$ cat src/rtl/qsim_pkg.sv
// Shared constants and saturation-bound helpers for the qsim datapath blocks.
package qsim_pkg;

    localparam int QSIM_DWIDTH = 8;
    localparam int QSIM_AWIDTH = 24;
    localparam int QSIM_SWIDTH = 5;
    localparam int QMAC_LAT    = 4;

    // Largest / smallest two's-complement value representable in w bits.
    function automatic longint sat_max(input int w);
        return (64'sd1 <<< (w - 1)) - 64'sd1;
    endfunction

    function automatic longint sat_min(input int w);
        return -(64'sd1 <<< (w - 1));
    endfunction

endpackage

$ cat src/rtl/qmult.sv
// Exact signed multiplier; the 2*DWIDTH product holds every operand pair.
module qmult
    import qsim_pkg::*;
#(
    parameter int DWIDTH = QSIM_DWIDTH
) (
    input  logic signed [DWIDTH-1:0]   i_multiplicand,
    input  logic signed [DWIDTH-1:0]   i_multiplier,
    output logic signed [2*DWIDTH-1:0] o_product
);

    localparam int PW = 2 * DWIDTH;

    logic signed [PW-1:0] a_ext;
    logic signed [PW-1:0] b_ext;

    assign a_ext     = PW'(i_multiplicand);
    assign b_ext     = PW'(i_multiplier);
    assign o_product = a_ext * b_ext;

endmodule

$ cat src/rtl/qmac_pipe.sv
// Four-stage signed multiply-accumulate: operand register, product, saturating
// accumulate, then round/shift/saturate requantisation on the group's last term.
module qmac_pipe
    import qsim_pkg::*;
#(
    parameter int DWIDTH = QSIM_DWIDTH,
    parameter int AWIDTH = QSIM_AWIDTH,
    parameter int SWIDTH = QSIM_SWIDTH
) (
    input  logic              i_clk,
    input  logic              i_rst,
    input  logic              i_valid,
    input  logic              i_first,
    input  logic              i_last,
    input  logic [DWIDTH-1:0] i_multiplicand,
    input  logic [DWIDTH-1:0] i_multiplier,
    input  logic [SWIDTH-1:0] i_shift,
    output logic              o_valid,
    output logic [AWIDTH-1:0] o_acc,
    output logic [DWIDTH-1:0] o_q,
    output logic              o_ovf,
    output logic              o_qsat
);

    localparam int PW = 2 * DWIDTH;
    localparam logic signed [AWIDTH-1:0] ACC_MAX = AWIDTH'(sat_max(AWIDTH));
    localparam logic signed [AWIDTH-1:0] ACC_MIN = AWIDTH'(sat_min(AWIDTH));
    localparam logic signed [AWIDTH:0]   Q_MAX   = (AWIDTH + 1)'(sat_max(DWIDTH));
    localparam logic signed [AWIDTH:0]   Q_MIN   = (AWIDTH + 1)'(sat_min(DWIDTH));

    logic                     s1_valid, s1_first, s1_last;
    logic [SWIDTH-1:0]        s1_shift;
    logic signed [DWIDTH-1:0] s1_a, s1_b;

    logic                     s2_valid, s2_first, s2_last;
    logic [SWIDTH-1:0]        s2_shift;
    logic signed [PW-1:0]     s2_prod;
    logic signed [PW-1:0]     mult_p;

    logic                     s3_emit;
    logic [SWIDTH-1:0]        s3_shift;
    logic signed [AWIDTH-1:0] acc;
    logic                     ovf;

    logic signed [AWIDTH-1:0] prod_ext, acc_nxt;
    logic signed [AWIDTH:0]   sum;
    logic                     sum_ovf;

    logic signed [AWIDTH:0]   acc_w, rnd, r;
    logic signed [DWIDTH-1:0] q_nxt;
    logic                     qsat_nxt;

    always_ff @(posedge i_clk) begin
        if (i_rst) begin
            s1_valid <= 1'b0;
            s1_first <= 1'b0;
            s1_last  <= 1'b0;
            s1_shift <= '0;
            s1_a     <= '0;
            s1_b     <= '0;
        end else begin
            s1_valid <= i_valid;
            s1_first <= i_first;
            s1_last  <= i_last;
            s1_shift <= i_shift;
            s1_a     <= $signed(i_multiplicand);
            s1_b     <= $signed(i_multiplier);
        end
    end

    qmult #(.DWIDTH(DWIDTH)) u_qmult (
        .i_multiplicand (s1_a),
        .i_multiplier   (s1_b),
        .o_product      (mult_p)
    );

    always_ff @(posedge i_clk) begin
        if (i_rst) begin
            s2_valid <= 1'b0;
            s2_first <= 1'b0;
            s2_last  <= 1'b0;
            s2_shift <= '0;
            s2_prod  <= '0;
        end else begin
            s2_valid <= s1_valid;
            s2_first <= s1_first;
            s2_last  <= s1_last;
            s2_shift <= s1_shift;
            s2_prod  <= mult_p;
        end
    end

    // One guard bit on the sum exposes overflow as a disagreement of the top two bits.
    always_comb begin
        prod_ext = AWIDTH'(s2_prod);
        sum      = (AWIDTH + 1)'(acc) + (AWIDTH + 1)'(prod_ext);
        sum_ovf  = sum[AWIDTH] ^ sum[AWIDTH-1];
        acc_nxt  = sum[AWIDTH-1:0];
        if (sum_ovf) begin
            acc_nxt = sum[AWIDTH] ? ACC_MIN : ACC_MAX;
        end
    end

    always_ff @(posedge i_clk) begin
        if (i_rst) begin
            acc      <= '0;
            ovf      <= 1'b0;
            s3_emit  <= 1'b0;
            s3_shift <= '0;
        end else begin
            s3_emit <= s2_valid & s2_last;
            if (s2_valid) begin
                s3_shift <= s2_shift;
                if (s2_first) begin
                    acc <= prod_ext;
                    ovf <= 1'b0;
                end else begin
                    acc <= acc_nxt;
                    ovf <= ovf | sum_ovf;
                end
            end
        end
    end

    // Shifts of AWIDTH or more always round to zero; short-circuit them so the
    // rounding constant never reaches the guard bit.
    always_comb begin
        acc_w = (AWIDTH + 1)'(acc);
        rnd   = '0;
        r     = acc_w;
        if (s3_shift != '0) begin
            if (int'(s3_shift) >= AWIDTH) begin
                r = '0;
            end else begin
                rnd = (AWIDTH + 1)'(1) <<< (s3_shift - SWIDTH'(1));
                r   = (acc_w + rnd) >>> s3_shift;
            end
        end
        qsat_nxt = 1'b0;
        q_nxt    = DWIDTH'(r);
        if (r > Q_MAX) begin
            q_nxt    = DWIDTH'(Q_MAX);
            qsat_nxt = 1'b1;
        end else if (r < Q_MIN) begin
            q_nxt    = DWIDTH'(Q_MIN);
            qsat_nxt = 1'b1;
        end
    end

    always_ff @(posedge i_clk) begin
        if (i_rst) begin
            o_valid <= 1'b0;
            o_acc   <= '0;
            o_q     <= '0;
            o_ovf   <= 1'b0;
            o_qsat  <= 1'b0;
        end else begin
            o_valid <= s3_emit;
            if (s3_emit) begin
                o_acc  <= acc;
                o_q    <= q_nxt;
                o_ovf  <= ovf;
                o_qsat <= qsat_nxt;
            end
        end
    end

endmodule

$ cat config.mk
export PLATFORM = sky130hd
export DESIGN_NAME = qmac_pipe
export DESIGN_NICKNAME = d
export VERILOG_FILES = /design/src/rtl/qsim_pkg.sv /design/src/rtl/qmult.sv /design/src/rtl/qmac_pipe.sv
export SDC_FILE = /design/constraint.sdc
export NUM_CORES = 1
export LEC_CHECK = 0
export BUFFER_PORTS_ARGS = -buffer_cell sky130_fd_sc_hd__buf_2
export CAP_MARGIN = 20
export CORE_MARGIN = 4
export CORE_UTILIZATION = 40
export CTS_BUF_LIST = sky130_fd_sc_hd__clkbuf_4 sky130_fd_sc_hd__clkbuf_8 sky130_fd_sc_hd__clkbuf_16
export DETAILED_ROUTE_END_ITERATION = 16
export GPL_ROUTABILITY_DRIVEN = 1
export GPL_TIMING_DRIVEN = 0
export PLACE_DENSITY = 0.52
export SYNTH_ARGS = -nofsm -noshare
export SYNTH_HDL_FRONTEND = slang
export SYNTH_SLANG_ARGS = --single-unit
$ cat constraint.sdc
create_clock -name i_clk -period 14.5 [get_ports i_clk]
set_input_delay 0.725 -clock i_clk [delete_from_list [all_inputs] [get_ports i_clk]]
set_output_delay 0.725 -clock i_clk [all_outputs]
set_load 0.005 [all_outputs]
==> flow_summary.toml <==
[die]
num_rows = 61
io_pins = 61
die_area_um2 = 31100
core_um2 = 27900
initial_core_util = 0.406
dieWidth_um = 176
die_y_um = 176

[sta]
hold_viol = 0
relSlewSlack = 0.277
drv_slew = 0
tightest_slew_ns = 1.08
timing.fmax_mhz = 133
setup_tns_ns = 0
min_period_ns = 7.51
setup_slack_ns = 6.99
rsz0062_at_grt = "false"
skew_ns = 0.0202
period_share = 0.518
setup_viol_count_final = 0

[logic_synthesis]
netlist_area_um2 = 11300
synth.avg_cell_area_um2 = 7.99
ys_ff_latch = 114
synth_enable_flop_cells = 0
syn-num-nets = 1577
synth_top_family_by_area = "compound AO/OA/AOI/OAI gates"
synth-simple-area-share = 0.231
synth_adder_area_share = 0.186
synthArstFlopShare = 0
syn-instance-count = 1417
ys_seq_area_frac = 0.202
synth_compound_area_frac = 0.231
yosysUniqueCellTypes = 93
synthMuxAreaShare = 0.0544
ys.flop_type = "dfxtp_1"
synth_warnings = 0
synth-xor-area-share = 0.0379

[outcome]
status = "complete, no violations"

[cells_and_area]
drive_above_1_share = 0.104
area_growth_pct = 12.4
fin_util = 0.457
fin_nets = 1657
num_antenna_cells = 0

[critical_path]
cp-start-kind = "flop"
path_cells = "clkbuf_1 -> clkbuf_1 -> clkbuf_1 -> buf_1 -> nand2_1 -> nor2_1 -> ha_1 -> o211ai_1 -> o21ai_2 -> o21ai_1 -> and2_1 -> o221a_2 -> o221ai_1 -> a21oi_1 -> o22ai_1 -> nor4_1 -> nand3_1 -> or4_4 -> o41a_1 -> o32ai_1"
cp_slowest_cell = "clkbuf_1"
cpLargestDelayFamily = "compound AO/OA/AOI/OAI gates"
path_buf_inv = 4
arrival_ns = 7.84
cp_max_fo = 10
criticalPathCategory = "flop to flop"
end_kind = "flop"
crit_top_cell = "clkbuf_1"
slowest_delay_ns = 0.57
required_ns = 14.83

[routing]
wl_per_cell_um = 21.8
routed_wirelength_mm = 41.1
drtPass1Iterations = 5
vias = 11061
first_iter_violations = 969
vias_per_cell = 5.86
postRouteAntennaNets = 0
drc = 0

[hold_path]
holdCritPathClass = "flop to flop"

[clock_network]
clkLatencyLatePin_ns = 0.42
cts_buffers = 17
path_clk_slew_ns = 0.07
post_cts_resized = 0
ctsLongestPathBuffers = 2
root_buffer = "clkbuf_16"
cts_setup_buffers = 0
htree_num_levels = 4
cts_tree = "built"
ctsHoldBuffers = 0
cts.sinks = 114

[global_route]
grt_max_degree = 17
grt_pass1_vias = 10641
grt_overflow = 0
grt_usage = 0.262
antenna_found_initial = 0
grt_pass1_wl_mm = 63.2

[run]
drv_cap = 0

[power_and_ir_drop]
peakVddDrop_v = 0.0000630
powerDensity_nw_per_um2 = 85.1
p_leak_nw = 5.33

[placed_design]
dp_hpwl_mm = 32.5
place_ws_ns = 7.23
port_buffers = 60
gp_congestion = 0.958
==> routing by layer <==
layer	track usage	part of all wire	vias up
li1	-	-	5222
met1	0.348	0.44	5404
met2	0.435	0.47	358
met3	0.0362	0.048	77
met4	0.103	0.042	0
met5	0	0	-
==> state kept, by name, summed over array words and instances (netlist names) <==
register,flops
s2_shift,5
s2_last,1
o_ovf,1
acc,24
s1_first,1
s2_valid,1
s1_valid,1
s1_b,8
s1_shift,5
s1_last,1
o_q,8
s3_shift,5
s3_emit,1
o_valid,1
s1_a,8
o_acc,24
o_qsat,1
ovf,1
s2_first,1
s2_prod,16
==> area by class of cell <==
type	count	area, um^2
Fill cell	2868	15100
Multi-Input combinational cell	1139	8380
Sequential cell	114	2280
Clock buffer	22	475
Tap cell	378	473
Inverter	94	353
Buffer	70	308
Timing Repair Buffer	61	305
Clock inverter	9	154
==> synth_stat cells, drive strengths merged (10+ instances only) <==
library cell / instances / share of area
nor2b: 49 / 0.027
and2: 51 / 0.028
nor3: 31 / 0.015
dfxtp: 114 / 0.20
nand4: 13 / 0.0072
o21ai: 53 / 0.024
o22ai: 20 / 0.011
ha: 77 / 0.085
inv: 92 / 0.030
mux2i: 39 / 0.034
nand2: 134 / 0.044
a31oi: 17 / 0.011
a22oi: 10 / 0.0071
a21o: 16 / 0.012
o211ai: 12 / 0.0084
o21a: 12 / 0.0080
a211oi: 44 / 0.030
nand3: 36 / 0.017
o21bai: 12 / 0.0080
o31ai: 13 / 0.0098
clkbuf: 48 / 0.016
buf: 22 / 0.011
nor2: 155 / 0.052
a21oi: 89 / 0.041
xnor2: 40 / 0.031
fa: 57 / 0.10
nor4: 11 / 0.0074
nand2b: 20 / 0.011
==> cells by family after synthesis <==
family                     count (synthesis)
AOI/OAI and AO/OA                        369
DFF                                      114
muxes                                     52
and+or+nand+nor                          535
adders and majority gates                134
xor gates and xnor gates                  49
buffers and inverters                    164
==> cell usage in the layout, fill, tap and decap left out, drive strengths merged, types with 5 or more instances in the layout <==
| master | synthesis | layout |
|---|---|---|
| and2 | 51 | 51 |
| clkbuf | 48 | 70 |
| o211ai | 12 | 12 |
| ha | 77 | 77 |
| xor2 | 9 | 9 |
| nand4 | 13 | 13 |
| or3 | 9 | 9 |
| nor2 | 155 | 155 |
| fa | 57 | 57 |
| o21ai | 53 | 53 |
| mux4 | 7 | 7 |
| a311oi | 6 | 6 |
| mux2i | 39 | 39 |
| xnor2 | 40 | 40 |
| a2111oi | 8 | 8 |
| a32o | 5 | 5 |
| nand3 | 36 | 36 |
| nand2 | 134 | 134 |
| o21a | 12 | 12 |
| o21bai | 12 | 12 |
| inv | 92 | 93 |
| a211oi | 44 | 44 |
| a21o | 16 | 16 |
| and3 | 9 | 9 |
| nand2b | 20 | 20 |
| a21oi | 89 | 89 |
| buf | 22 | 83 |
| nor4 | 11 | 11 |
| dfxtp | 114 | 114 |
| mux2 | 6 | 6 |
| nor3 | 31 | 31 |
| o31ai | 13 | 13 |
| o41ai | 5 | 5 |
| a31oi | 17 | 17 |
| o22ai | 20 | 20 |
| o32ai | 9 | 9 |
| a22oi | 10 | 10 |
| nor2b | 49 | 49 |
==> path summary, 6_finish.rpt <==
path                    start  endpoint  slack (ns)  depth (start not counted)
setup / recovery  s3_shift[1]    o_q[6]        6.99                         20
setup reg to reg  s3_shift[1]    o_q[6]        6.99                         20
hold / removal       s1_valid  s2_valid        0.43                          1
hold reg to reg      s1_valid  s2_valid        0.43                          1
==> worst register-to-register path: cells and delay by family (launching register included) <==
| kind | cells | cell delay [ns] |
|---|---|---|
| adders and majority gates | 1 | 0.30 |
| and+or+nand+nor | 6 | 1.78 |
| buffers and inverters | 4 | 2.10 |
| DFF | 1 | 0.35 |
| AOI/OAI and AO/OA | 9 | 2.89 |
==> report_power, final <==
part | internal (mW) | switching, mW | total (mW)
Combinational | 0.108 | 0.153 | 0.261
Sequential | 0.331 | 0.0300 | 0.361
Clock | 0.302 | 0.160 | 0.461
Total | 0.741 | 0.343 | 1.08
==> stage by stage <==
step	std cells	area, um^2	hold slack, ns	power (mW)
global route	1887	12700	0.449	1.14
floorplan	1417	11300	0.404	0.553
detailed placement	1855	12100	0.420	0.629
global placement	1855	12100	0.416	0.628
finish	1887	12700	0.432	1.08
CTS	1886	12700	0.433	1.09
No activity file was read; power rests on OpenSTA's default activity.
